<file path="src/rtl/clk_div_pkg.sv">
`default_nettype none
// ============================================================================
//  Module      : clk_div_pkg
//  Description : Shared types, constants and helpers for the multi-channel
//                integer clock divider (clk_div_chan / clk_div_multi).
//                Contents:
//                  chan_state_e  - per-channel state {DIS, BYP, RUN}
//                  MIN_DIV_RATIO - smallest ratio that runs the counter
//                  hi_time()     - high-phase length for a given ratio
//  Revision    : 1.0 - initial release
// ============================================================================
package clk_div_pkg;

    typedef enum logic [1:0] {
        DIS = 2'd0,   // channel disabled, reference clock passed through
        BYP = 2'd1,   // enabled with ratio < 2, reference clock passed through
        RUN = 2'd2    // counter running, output from the divider flop
    } chan_state_e;

    localparam int MIN_DIV_RATIO = 2;

    // High time of one divided period. For odd ratios the extra cycle goes
    // to the high phase: R=5 -> 3 high, 2 low.
    function automatic logic [31:0] hi_time(input logic [31:0] ratio);
        return ratio - (ratio >> 1);
    endfunction

endpackage : clk_div_pkg
`default_nettype wire

</file>
<file path="src/rtl/clk_div_chan.sv">
`default_nettype none
// ============================================================================
//  Module      : clk_div_chan
//  Description : One channel of the integer clock divider: state machine,
//                period counter, active ratio and pending-ratio register.
//  Ports       : ref_clk_i   - reference clock
//                rst_i       - asynchronous active-high reset
//                en_i        - channel enable (registered before use)
//                ratio_i     - requested ratio
//                upd_i       - strobe capturing ratio_i as pending ratio
//                sync_i      - strobe restarting a running channel at count 0
//                div_clk_o   - divided clock, or ref_clk_i when not running
//                tick_o      - high in the ref cycle a divided period starts
//                upd_pend_o  - a pending ratio has not been applied yet
//                running_o   - channel is in RUN
//  Revision    : 1.0 - initial release
// ============================================================================
module clk_div_chan
    import clk_div_pkg::*;
#(
    parameter int RATIO_W   = 8,
    parameter int DEF_RATIO = 2
) (
    input  logic               ref_clk_i,
    input  logic               rst_i,
    input  logic               en_i,
    input  logic [RATIO_W-1:0] ratio_i,
    input  logic               upd_i,
    input  logic               sync_i,
    output logic               div_clk_o,
    output logic               tick_o,
    output logic               upd_pend_o,
    output logic               running_o
);

    localparam logic [RATIO_W-1:0] c_def_ratio = RATIO_W'(DEF_RATIO);
    localparam logic [RATIO_W-1:0] c_min_ratio = RATIO_W'(MIN_DIV_RATIO);
    localparam logic [RATIO_W-1:0] c_one       = RATIO_W'(1);

    chan_state_e        state_q, state_d;
    logic [RATIO_W-1:0] cnt_q, cnt_d;
    logic               div_q, div_d;
    logic [RATIO_W-1:0] ratio_q, ratio_d;
    logic [RATIO_W-1:0] pend_q, pend_d;
    logic               pend_vld_q, pend_vld_d;
    // The enable is registered once, so a rising enable sampled at edge k
    // is acted on at edge k+1.
    logic               en_q;

    logic [RATIO_W-1:0] w_hi;
    logic               w_last;
    logic               w_restart;
    logic [RATIO_W-1:0] w_r_restart;
    logic [RATIO_W-1:0] w_r_idle;

    assign w_hi   = RATIO_W'(hi_time(32'(ratio_q)));
    assign w_last = (cnt_q == (ratio_q - c_one));

    // Period boundary in RUN: natural wrap or a sync restart.
    assign w_restart = (state_q == RUN) && (w_last || sync_i);

    // At a boundary an update arriving on that very edge takes effect
    // directly; otherwise a previously captured pending ratio is used.
    assign w_r_restart = upd_i      ? ratio_i :
                         pend_vld_q ? pend_q  : ratio_q;

    // Outside RUN the pending ratio is applied on the next edge.
    assign w_r_idle = pend_vld_q ? pend_q : ratio_q;

    // ------------------------------------------------------------------
    // State register
    // ------------------------------------------------------------------
    always_ff @(posedge ref_clk_i or posedge rst_i) begin
        if (rst_i) begin
            state_q    <= DIS;
            cnt_q      <= '0;
            div_q      <= 1'b0;
            ratio_q    <= c_def_ratio;
            pend_q     <= '0;
            pend_vld_q <= 1'b0;
            en_q       <= 1'b0;
        end else begin
            state_q    <= state_d;
            cnt_q      <= cnt_d;
            div_q      <= div_d;
            ratio_q    <= ratio_d;
            pend_q     <= pend_d;
            pend_vld_q <= pend_vld_d;
            en_q       <= en_i;
        end
    end

    // ------------------------------------------------------------------
    // Next-state logic
    // ------------------------------------------------------------------
    always_comb begin
        state_d    = state_q;
        cnt_d      = cnt_q;
        div_d      = div_q;
        ratio_d    = ratio_q;
        pend_d     = pend_q;
        pend_vld_d = pend_vld_q;

        // Capture a new request; last write wins over an unapplied one.
        if (upd_i) begin
            pend_d     = ratio_i;
            pend_vld_d = 1'b1;
        end

        unique case (state_q)
            DIS, BYP: begin
                ratio_d = w_r_idle;
                if (pend_vld_q && !upd_i) begin
                    pend_vld_d = 1'b0;
                end
                cnt_d = '0;
                if (!en_q) begin
                    state_d = DIS;
                    div_d   = 1'b0;
                end else if (w_r_idle >= c_min_ratio) begin
                    state_d = RUN;
                    div_d   = 1'b1;
                end else begin
                    state_d = BYP;
                    div_d   = 1'b0;
                end
            end

            RUN: begin
                if (w_restart) begin
                    ratio_d    = w_r_restart;
                    pend_vld_d = 1'b0;
                    cnt_d      = '0;
                    // A disable or a sub-2 ratio only takes effect here, so
                    // the running period is always completed.
                    if (!en_q) begin
                        state_d = DIS;
                        div_d   = 1'b0;
                    end else if (w_r_restart < c_min_ratio) begin
                        state_d = BYP;
                        div_d   = 1'b0;
                    end else begin
                        state_d = RUN;
                        div_d   = 1'b1;
                    end
                end else begin
                    cnt_d = cnt_q + c_one;
                    div_d = (cnt_d < w_hi);
                end
            end

            default: begin
                state_d = DIS;
                cnt_d   = '0;
                div_d   = 1'b0;
            end
        endcase
    end

    // ------------------------------------------------------------------
    // Output decode
    // ------------------------------------------------------------------
    always_comb begin
        div_clk_o  = ref_clk_i;
        tick_o     = 1'b0;
        running_o  = 1'b0;
        upd_pend_o = pend_vld_q;
        unique case (state_q)
            RUN: begin
                div_clk_o = div_q;
                tick_o    = (cnt_q == '0);
                running_o = 1'b1;
            end
            BYP: begin
                tick_o = 1'b1;
            end
            default: begin
                tick_o = 1'b0;
            end
        endcase
    end

endmodule : clk_div_chan
`default_nettype wire

</file>
<file path="src/rtl/clk_div_multi.sv">
`default_nettype none
// ============================================================================
//  Module      : clk_div_multi
//  Description : Multi-channel integer clock divider from one reference
//                clock, with glitch-free ratio updates, graceful stop and a
//                global sync strobe.
//  Ports       : I_ref_clk   - reference clock (only clock)
//                I_rst       - asynchronous active-high reset
//                I_clk_en    - per-channel enable
//                I_div_ratio - channel i ratio at [i*RATIO_W +: RATIO_W]
//                I_ratio_upd - per-channel ratio capture strobe
//                I_sync      - restart all running channels at count 0
//                O_div_clk   - divided clocks
//                O_tick      - per-channel period-start tick
//                O_upd_pend  - per-channel pending ratio flag
//                O_running   - per-channel RUN indicator
//  Revision    : 1.0 - initial release
// ============================================================================
module clk_div_multi
    import clk_div_pkg::*;
#(
    parameter int N_CH      = 4,
    parameter int RATIO_W   = 8,
    parameter int DEF_RATIO = 2
) (
    input  logic                    I_ref_clk,
    input  logic                    I_rst,
    input  logic [N_CH-1:0]         I_clk_en,
    input  logic [N_CH*RATIO_W-1:0] I_div_ratio,
    input  logic [N_CH-1:0]         I_ratio_upd,
    input  logic                    I_sync,
    output logic [N_CH-1:0]         O_div_clk,
    output logic [N_CH-1:0]         O_tick,
    output logic [N_CH-1:0]         O_upd_pend,
    output logic [N_CH-1:0]         O_running
);

    for (genvar g = 0; g < N_CH; g++) begin : g_ch
        clk_div_chan #(
            .RATIO_W   (RATIO_W),
            .DEF_RATIO (DEF_RATIO)
        ) u_chan (
            .ref_clk_i  (I_ref_clk),
            .rst_i      (I_rst),
            .en_i       (I_clk_en[g]),
            .ratio_i    (I_div_ratio[g*RATIO_W +: RATIO_W]),
            .upd_i      (I_ratio_upd[g]),
            .sync_i     (I_sync),
            .div_clk_o  (O_div_clk[g]),
            .tick_o     (O_tick[g]),
            .upd_pend_o (O_upd_pend[g]),
            .running_o  (O_running[g])
        );
    end

endmodule : clk_div_multi
`default_nettype wire

</file>
<file path="config.mk">
export PLATFORM = sky130hd
export DESIGN_NAME = clk_div_multi
export DESIGN_NICKNAME = d
export VERILOG_FILES = /design/src/rtl/clk_div_pkg.sv /design/src/rtl/clk_div_chan.sv /design/src/rtl/clk_div_multi.sv
export SDC_FILE = /design/constraint.sdc
export NUM_CORES = 1
export LEC_CHECK = 0
export ABC_AREA = 1
export CAP_MARGIN = 10
export CORE_ASPECT_RATIO = 0.9
export CORE_MARGIN = 3
export CORE_UTILIZATION = 50
export DETAILED_ROUTE_END_ITERATION = 7
export GPL_ROUTABILITY_DRIVEN = 0
export PLACE_DENSITY = 0.8
export SETUP_SLACK_MARGIN = 0.4
export SKIP_LAST_GASP = 1
export SLEW_MARGIN = 5
export SYNTH_ARGS = -nofsm -noshare
export SYNTH_HDL_FRONTEND = slang
export SYNTH_SLANG_ARGS = --single-unit
</file>
<file path="constraint.sdc">
create_clock -name I_ref_clk -period 5.1 [get_ports I_ref_clk]
set_input_delay 0.765 -clock I_ref_clk [delete_from_list [all_inputs] [get_ports I_ref_clk]]
set_output_delay 0.765 -clock I_ref_clk [all_outputs]
set_load 0.02 [all_outputs]
</file>
======== Word-level counts from Yosys, hierarchy flattened ========
Index checks and enable logic that the tools add are counted.
word-level totals
  bits in registers ....................... 116
  input bits .............................. 43
  output and inout bits ................... 16
  word-level logic and storage cells ...... 204
operators by class
  add/sub/neg operators ................... 12
  $lt $le $gt $ge ......................... 12
  equality and inequality tests ........... 16
  mux-type cells .......................... 100
  reductions and logical operators ........ 36
operators with widths
  cell                   number
  $mux W8                20
  $pmux W8 S2            4
  $mux W1                40
  $mux W2                20
  $add A8 B1 Y8 const B  4
  $eq A8 B8 Y1           4
  $ge A8 B2 Y1 const B   4
  $logic_not A8 Y1       4
  $lt A8 B2 Y1 const B   4
  $lt A8 B8 Y1           4
  $sub A8 B1 Y8 const B  4
  $sub A8 B7 Y8          4
  $pmux W1 S2            12
  $pmux W2 S2            4
  $eq A2 B1 Y1 const B   4
  $eq A2 B2 Y1 const B   4
  $logic_and A1 B1 Y1    8
  $logic_not A2 Y1       4
  $ne A2 B1 Y1 const B   4
  $reduce_and A2 Y1      4
  $reduce_bool A2 Y1     4
  $reduce_or A2 Y1       4
  $logic_not A1 Y1       4
  $logic_or A1 B1 Y1     4

======== Logic depth before layout (Yosys ltp) ========
Gate-level depths: netlist of run 1.
  depth in word-level cells ............... 7
  depth in mapped cells ................... 18

======== Cells and area by module ========
Synthesis of run 1 repeated with hierarchy kept, for this count alone.
unflattened totals
  cell total of the unflattened synthesis .. 1389
  area, all modules ....................... 9653.0 sq um
modules (own cells, without submodules)
  module                             times used  cells an instance  area each (sq um)  seq. area each (sq um)
  clk_div_chan (g_ch[0].u_chan ...)  2           350                2411.1             726.9
  clk_div_chan (g_ch[1].u_chan)      1           339                2418.6             726.9
  clk_div_chan (g_ch[3].u_chan)      1           350                2412.3             726.9

==> reports/results.tsv, run 1 <==
stage	metric	value	unit
status	status	finished clean	
clock_network	htree_num_levels	4	
pwr	cellPowerDensity	610	mW/mm^2
floorplan	dieArea	0.0217	sq mm
floorplan	ioPinCount	59	
clock_network	clk-insertion-delay-late	0.42	ns
global_route	grt_pass1_vias	8485	
global_route	antenna_found_initial	0	
clock_network	numCtsBuffers	17	
clock_network	post_cts_resized	0	
min_path	hold_depth	2	
final_layout	finalNetCount	1580	
global_route	grt_usage	21.0	%
drt	drtIter0Drc	474	
synth	yosysSeqAreaShare	29.1	%
drt	totalWireLength	22300	um
setup_path	worstReg2RegEnd	g_ch[3].u_chan.div_q$_DFF_PP0_	
synth	synth_warnings	0	
clock_network	clockRootBuffer	clkbuf_16	
floorplan	die_h	140	um
synth	netlist_area	0.00998	sq mm
synth	syn_inst	1370	
synth	synthFlopType	dfrtp_1	
setup_path	ff2ff_path_depth	12	
setup_path	worst-r2r-setup-slack	2.15	ns
final_layout	post-route-util	57.6	%
floorplan	rows	48	
sta	setup_tns	0	ns
final_layout	diodes	0	
setup_path	r2r-start	g_ch[3].u_chan.ratio_q[1]$_DFFE_PP1P_	
global_route	grt-ovfl-total	0	
sta	hold_violations	0	
pwr	power	0.00682	W
final_layout	fin_area	0.0112	sq mm
synth	synth-seq-cells	116	
sta	drv_slew	0	
min_path	hp-start	g_ch[3].u_chan.pend_q[6]$_DFFE_PP0P_	
placement	hpwl	17400	um
synth	synthDistinctLibCells	46	
pwr	p_leak	5.64	nW
synth	syn-num-nets	1541	
sta	finalSetupViolCount	0	
synth	ys_async_sr_fraction	100	%
global_route	grt_max_degree	78	
min_path	hold_path.class	flop to flop	
setup_path	critPathCaptureType	output pin	
pwr	irDropWorstVdd	0.373	mV
setup_path	cp_data_required_time	4.34	ns
drt	drc	0	
floorplan	initial_core_util	51.4	%
setup_path	cp_max_fo	16	
floorplan	coreArea	0.0194	sq mm
clock_network	cts_tree	built	
setup_path	critPathKind	clock port to output pin	
clock_network	postCtsHoldBufs	0	
drt	wl_per_cell	13.4	um
drt	via_per_inst	5.22	
sta	worst_pin_slew	0.985	ns
synth	synth_edf_count	0	
setup_path	arrival	3.71	ns
drt	ant_nets	0	
clock_network	path_clk_slew	0.06	ns
sta	skew	0.00900	ns
final_layout	syn2layout_area_growth	12.0	%
sta	slew_headroom	34.3	%
min_path	holdPathEnd	g_ch[3].u_chan.pend_q[6]$_DFFE_PP0P_	
clock_network	post_cts_buffers	0	
drt	drt-pass1-iter-count	6	
sta	rsz0062_at_grt	false	
floorplan	die_x	155	um
synth	synth_area_per_cell	7.28	sq um
clock_network	cts_buffer_depth	2	
drt	vias	8722	
placement	post_dp_cell_area	0.0106	sq mm
placement	port_buffers	58	
setup_path	cp-start-kind	clock port	
final_layout	final_layout_size_suffix_gt1_share	7.59	%
run	cap_violations	0	
global_route	grt_pass1_wl	38300	um
kinds of logic (layout without fill, tap and decap cells):
group                      Yosys count  count (layout)  synth area share, %
AOI/OAI and AO/OA                  202             202                 12.8
xor gates and xnor gates            50              50                 4.39
adders and majority gates          128             128                 16.4
buffers and inverters              240             292                 10.5
DFF                                116             116                 29.1
muxes                                3               3                0.301
and+or+nand+nor                    631             631                 26.6
layer usage:
metal | track usage (%) | share of wire (%)
met1 | 27.7 | 46
met5 | 0 | 0
met4 | 4.55 | 0.99
met2 | 35.8 | 48
met3 | 4.11 | 5.1
report_power, final:
| group | internal (W) | switching [W] | leakage (nW) |
|---|---|---|---|
| sequential | 0.00115 | 0.000302 | 1.46 |
| combinational | 0.00158 | 0.00246 | 3.88 |
| clock | 0.000781 | 0.000548 | 0.310 |
worst max-delay path, cell delays in order:
cell             delay, ns
clkbuf_16             0.20
clkbuf_16             0.19
inv_1                 0.05
o21ai_0               0.12
clkdlybuf4s50_1       0.59
state kept, by name, summed over array words and instances, names as in the netlist:
name and cells:
g_ch.u_chan.cnt_q 32, g_ch.u_chan.pend_q 32, g_ch.u_chan.ratio_q 32, g_ch.u_chan.state_q 8, g_ch.u_chan.div_q 4, g_ch.u_chan.en_q 4, g_ch.u_chan.upd_pend_o 4
through the flow:
| stage | hold WS, ns | worst slack [ns] | cells |
|---|---|---|---|
| after floorplan | 0.442 | 1.27 | 1370 |
| after global placement | 0.456 | 1.11 | 1637 |
| after detailed placement | 0.463 | 1.11 | 1637 |
| after CTS | 0.477 | 0.591 | 1672 |
| after global routing | 0.507 | 0.556 | 1672 |
| final | 0.471 | 0.629 | 1672 |
worst max path at each step:
| stage | from | endpoint | slack (ns) | cells after the start |
|---|---|---|---|---|
| 2_1_floorplan | I_rst | g_ch[0].u_chan.cnt_q[0]$_DFF_PP0_ | 1.27 | 1 |
| 3_3_place_gp | I_ref_clk | O_div_clk[3] | 1.11 | 3 |
| 3_5_place_dp | I_ref_clk | O_div_clk[3] | 1.11 | 3 |
| 4_1_cts | I_ref_clk | O_div_clk[2] | 0.59 | 5 |
| 5_1_grt | I_ref_clk | O_div_clk[3] | 0.56 | 5 |
| 6_report | I_ref_clk | O_div_clk[2] | 0.63 | 5 |
layout by cell type (no fill, tap or decap), types with 29 or more instances in the layout:
master,netlist,routed
nand2_1,397,397
inv_1,191,193
ha_1,124,124
nor2_1,116,116
dfrtp_1,112,112
o21ai_0,81,81
nand3_1,59,59
clkdlybuf4s50_1,0,58
a21oi_1,42,42
xor2_1,41,41
o21ai_2,29,29
Yosys cell counts, types with 6 or more instances:
library cell | n | area [sq um]
nand3b_1 | 6 | 45.0
nand2_1 | 397 | 1490
nand3_2 | 8 | 80.1
clkbuf_1 | 6 | 22.5
dfrtp_1 | 112 | 2800
xnor2_1 | 9 | 78.8
xor2_1 | 41 | 359
ha_1 | 124 | 1550
a21boi_0 | 14 | 105
nor3_1 | 8 | 40.0
o21a_1 | 6 | 45.0
o21ai_2 | 29 | 254
buf_2 | 8 | 40.0
nor4_1 | 7 | 43.8
inv_1 | 191 | 717
buf_6 | 8 | 90.1
nand4_1 | 13 | 81.3
nand3_1 | 59 | 295
buf_4 | 19 | 143
a21oi_2 | 6 | 52.6
o21ai_0 | 81 | 405
nor2_1 | 116 | 435
a21oi_1 | 42 | 210
final cells by class:
type                    instances  area (sq um)
repair buffers                 56           556
clock inverters                19           169
multi-input cells            1014          6030
fillers                      1777          8220
well taps                     250           313
inverters                     196           738
flip-flops and latches        116          2910
clock buffers                  21           465
No activity file was read; power rests on OpenSTA's default activity.
==> run 2, diff against run 1 <==
--- a/config.mk
+++ b/config.mk
@@ -10,10 +10,11 @@
 export CORE_ASPECT_RATIO = 0.9
 export CORE_MARGIN = 3
 export CORE_UTILIZATION = 50
+export CTS_CLUSTER_SIZE = 40
 export DETAILED_ROUTE_END_ITERATION = 7
-export GPL_ROUTABILITY_DRIVEN = 0
 export PLACE_DENSITY = 0.8
 export SETUP_SLACK_MARGIN = 0.4
+export SKIP_CTS_REPAIR_TIMING = 1
 export SKIP_LAST_GASP = 1
 export SLEW_MARGIN = 5
 export SYNTH_ARGS = -nofsm -noshare
==> results of run 2 <==
Same layout as run 1: the final DEF is identical, and so are final timing and power.
==> run 3, diff against run 2 <==
--- a/config.mk
+++ b/config.mk
@@ -10,6 +10,7 @@
 export CORE_ASPECT_RATIO = 0.9
 export CORE_MARGIN = 3
 export CORE_UTILIZATION = 50
+export CTS_BUF_LIST = sky130_fd_sc_hd__clkbuf_2
 export CTS_CLUSTER_SIZE = 40
 export DETAILED_ROUTE_END_ITERATION = 7
 export PLACE_DENSITY = 0.8
==> constraint.sdc (replaced) <==
create_clock -name I_ref_clk -period 4.19 [get_ports I_ref_clk]
set_input_delay 0.6285 -clock I_ref_clk [delete_from_list [all_inputs] [get_ports I_ref_clk]]
set_output_delay 0.6285 -clock I_ref_clk [all_outputs]
set_load 0.02 [all_outputs]
==> run 3 against run 2 <==
Cell count up 0.12%. Worst setup slack worse by 0.10 ns. Clock skew up 0.035 ns. First-iteration DRC count down 13%. Total power up 13%. Register-to-register slack worse by 1.0 ns. Core utilization down 1.5 points. Critical endpoint unchanged. Die area unchanged.
==> reports/results.tsv, run 3 (synthesized netlist as in run 1, its figures left out) <==
stage	metric	value	unit	change
status	status	finished clean		
drt	vias	8559		-1.9%
floorplan	dieArea	0.0217	sq mm	unchanged
placement	port_buffers	58		unchanged
global_route	grt_max_degree	73		-6.4%
sta	hold_violations	0		unchanged
pwr	p_int	0.00373	W	+6.3%
global_route	grt_pass1_vias	8383		-1.2%
final_layout	syn2layout_area_growth	9.02	%	
placement	gp_congestion	0.908		
sta	worst_pin_slew	0.928	ns	-0.0572 ns
pwr	comb_power_share	64.1	%	+4.9 points
pwr	p_leak	5.57	nW	-1.3%
placement	dp_cells	1638		+0.061%
pwr	power_switching	0.00396	W	+19%
global_route	grt-ovfl-total	0		unchanged
pwr	power	0.00768	W	+13%
pwr	clkPwrFrac	13.0	%	-6.5 points
min_path	hold_path.class	input port to flop		
final_layout	fin_area	0.0109	sq mm	-2.7%
sta	skew	0.0441	ns	+0.0351 ns
placement	hpwl	17400	um	+0.20%
drt	drt-pass1-iter-count	5		-1
run	cap_violations	0		unchanged
pwr	pwr-share-seq	22.8	%	+1.5 points
floorplan	rows	48		unchanged
min_path	hold_depth	1		-1
final_layout	final_layout_size_suffix_gt1_share	7.59	%	about the same
drt	ant_nets	0		unchanged
floorplan	initial_core_util	51.4	%	unchanged
sta	setup_tns	0	ns	unchanged
pwr	irDropWorstVdd	0.360	mV	-3.6%
final_layout	mostFrequentLayoutCell	nand2_1		
clock_network	clockRootBuffer	clkbuf_2		
final_layout	final-instance-count-excl-fill	1674		+0.12%
clock_network	htree_num_levels	4		unchanged
final_layout	mostFrequentLayoutCells	397 x nand2_1, 193 x inv_1, 124 x ha_1		
final_layout	post-route-util	56.1	%	-1.5 points
setup_path	cp_data_required_time	3.56	ns	-0.78 ns
floorplan	die_x	155	um	unchanged
sta	slew_headroom	38.1	%	+3.8 points
clock_network	cts_buffer_depth	2		unchanged
global_route	antenna_found_initial	1		+1
clock_network	path_clk_slew	0.19	ns	+0.13 ns
setup_path	ff2ff_path_depth	16		+4
final_layout	finalNetCount	1581		+0.063%
drt	wl_per_cell	13.2	um	-1.3%
drt	drc	0		unchanged
floorplan	die_h	140	um	unchanged
pwr	cellPowerDensity	706	mW/mm^2	+16%
drt	via_per_inst	5.11		-2.0%
sta	finalSetupViolCount	0		unchanged
placement	post_dp_cell_area	0.0106	sq mm	about the same
drt	drtIter0Drc	412		-13%
setup_path	critPathCaptureType	output pin		
floorplan	coreArea	0.0194	sq mm	unchanged
setup_path	cp_max_fo	16		unchanged
global_route	grt_pass1_wl	38200	um	-0.25%
sta	drv_slew	0		unchanged
setup_path	critPathKind	clock port to output pin		
final_layout	top_regs	g_ch.u_chan.cnt_q x32, g_ch.u_chan.pend_q x32, g_ch.u_chan.ratio_q x32		
floorplan	ioPinCount	59		unchanged
drt	totalWireLength	22100	um	-1.2%
clock_network	clk-insertion-delay-late	0.67	ns	+0.25 ns
setup_path	arrival	3.04	ns	-0.67 ns
setup_path	cp-start-kind	clock port		
clock_network	cts_tree	built		
clock_network	numCtsBuffers	17		unchanged
sta	rsz0062_at_grt	true		
pwr	netSwitchingFraction	51.5	%	+2.9 points
global_route	grt_usage	21.0	%	unchanged
[run 3: cell types whose count changed in the layout (fill, tap and decap cells not counted), sizes merged, moves of 2 or more]
cell / change
clkbuf: -2
clkdlybuf4s50: -4
dlymetal6s2s: +4
inv: +2
clkinvlp: -3
buf: +4
[run 3: final timing paths]
check | from | endpoint | slack, ns
max | I_ref_clk | O_div_clk[2] | 0.52
max reg2reg | g_ch[0].u_chan.ratio_q[1]$_DFFE_PP1P_ | g_ch[0].u_chan.div_q$_DFF_PP0_ | 1.15
min | I_clk_en[0] | g_ch[0].u_chan.en_q$_DFF_PP0_ | 0.38
min in group asynchronous | I_rst | g_ch[3].u_chan.pend_q[6]$_DFFE_PP0P_ | 0.46
max in group asynchronous | I_rst | g_ch[2].u_chan.ratio_q[1]$_DFFE_PP1P_ | 2.80
min reg2reg | g_ch[1].u_chan.pend_q[1]$_DFFE_PP0P_ | g_ch[1].u_chan.pend_q[1]$_DFFE_PP0P_ | 0.50
[run 3: area by class of cell]
class / count / area (sq um)
diodes: 1 / 2.50
clock buffers: 22 / 140
clock inverters: 18 / 186
fillers: 1823 / 8520
inverters: 196 / 738
multi-input cells: 1014 / 6030
flip-flops and latches: 116 / 2910
well taps: 250 / 313
repair buffers: 57 / 563
[run 3: per-layer routing]
layer  routed length [um]  track usage [%]
met5                    0                0
met3                  856             4.70
met1                10600             27.4
met4                  311             5.20
met2                10300             35.4
[run 3: per-stage QoR]
stage / hold WS [ns] / setup slack [ns]
2_1_floorplan: 0.442 / 0.496
3_3_place_gp: 0.456 / 0.793
3_5_place_dp: 0.460 / 0.792
4_1_cts: 0.251 / -0.0265
5_1_grt: 0.261 / 0.378
6_report: 0.380 / 0.525
[run 3: worst max-delay path, cell delays in order]
cell and delay (ns):
buf_2 0.24, clkbuf_2 0.23, inv_1 0.07, o21ai_0 0.13, dlymetal6s2s_1 0.26
[run 3: power groups by stage]
stage / combinational [W] / sequential [W] / clock [W]
after floorplan: 0.00400 / 0.00163 / 0.000135
after global placement: 0.00472 / 0.00176 / 0.000151
after detailed placement: 0.00488 / 0.00177 / 0.000151
after CTS: 0.00492 / 0.00175 / 0.00105
after global routing: 0.00568 / 0.00180 / 0.00110
final: 0.00493 / 0.00175 / 0.00100
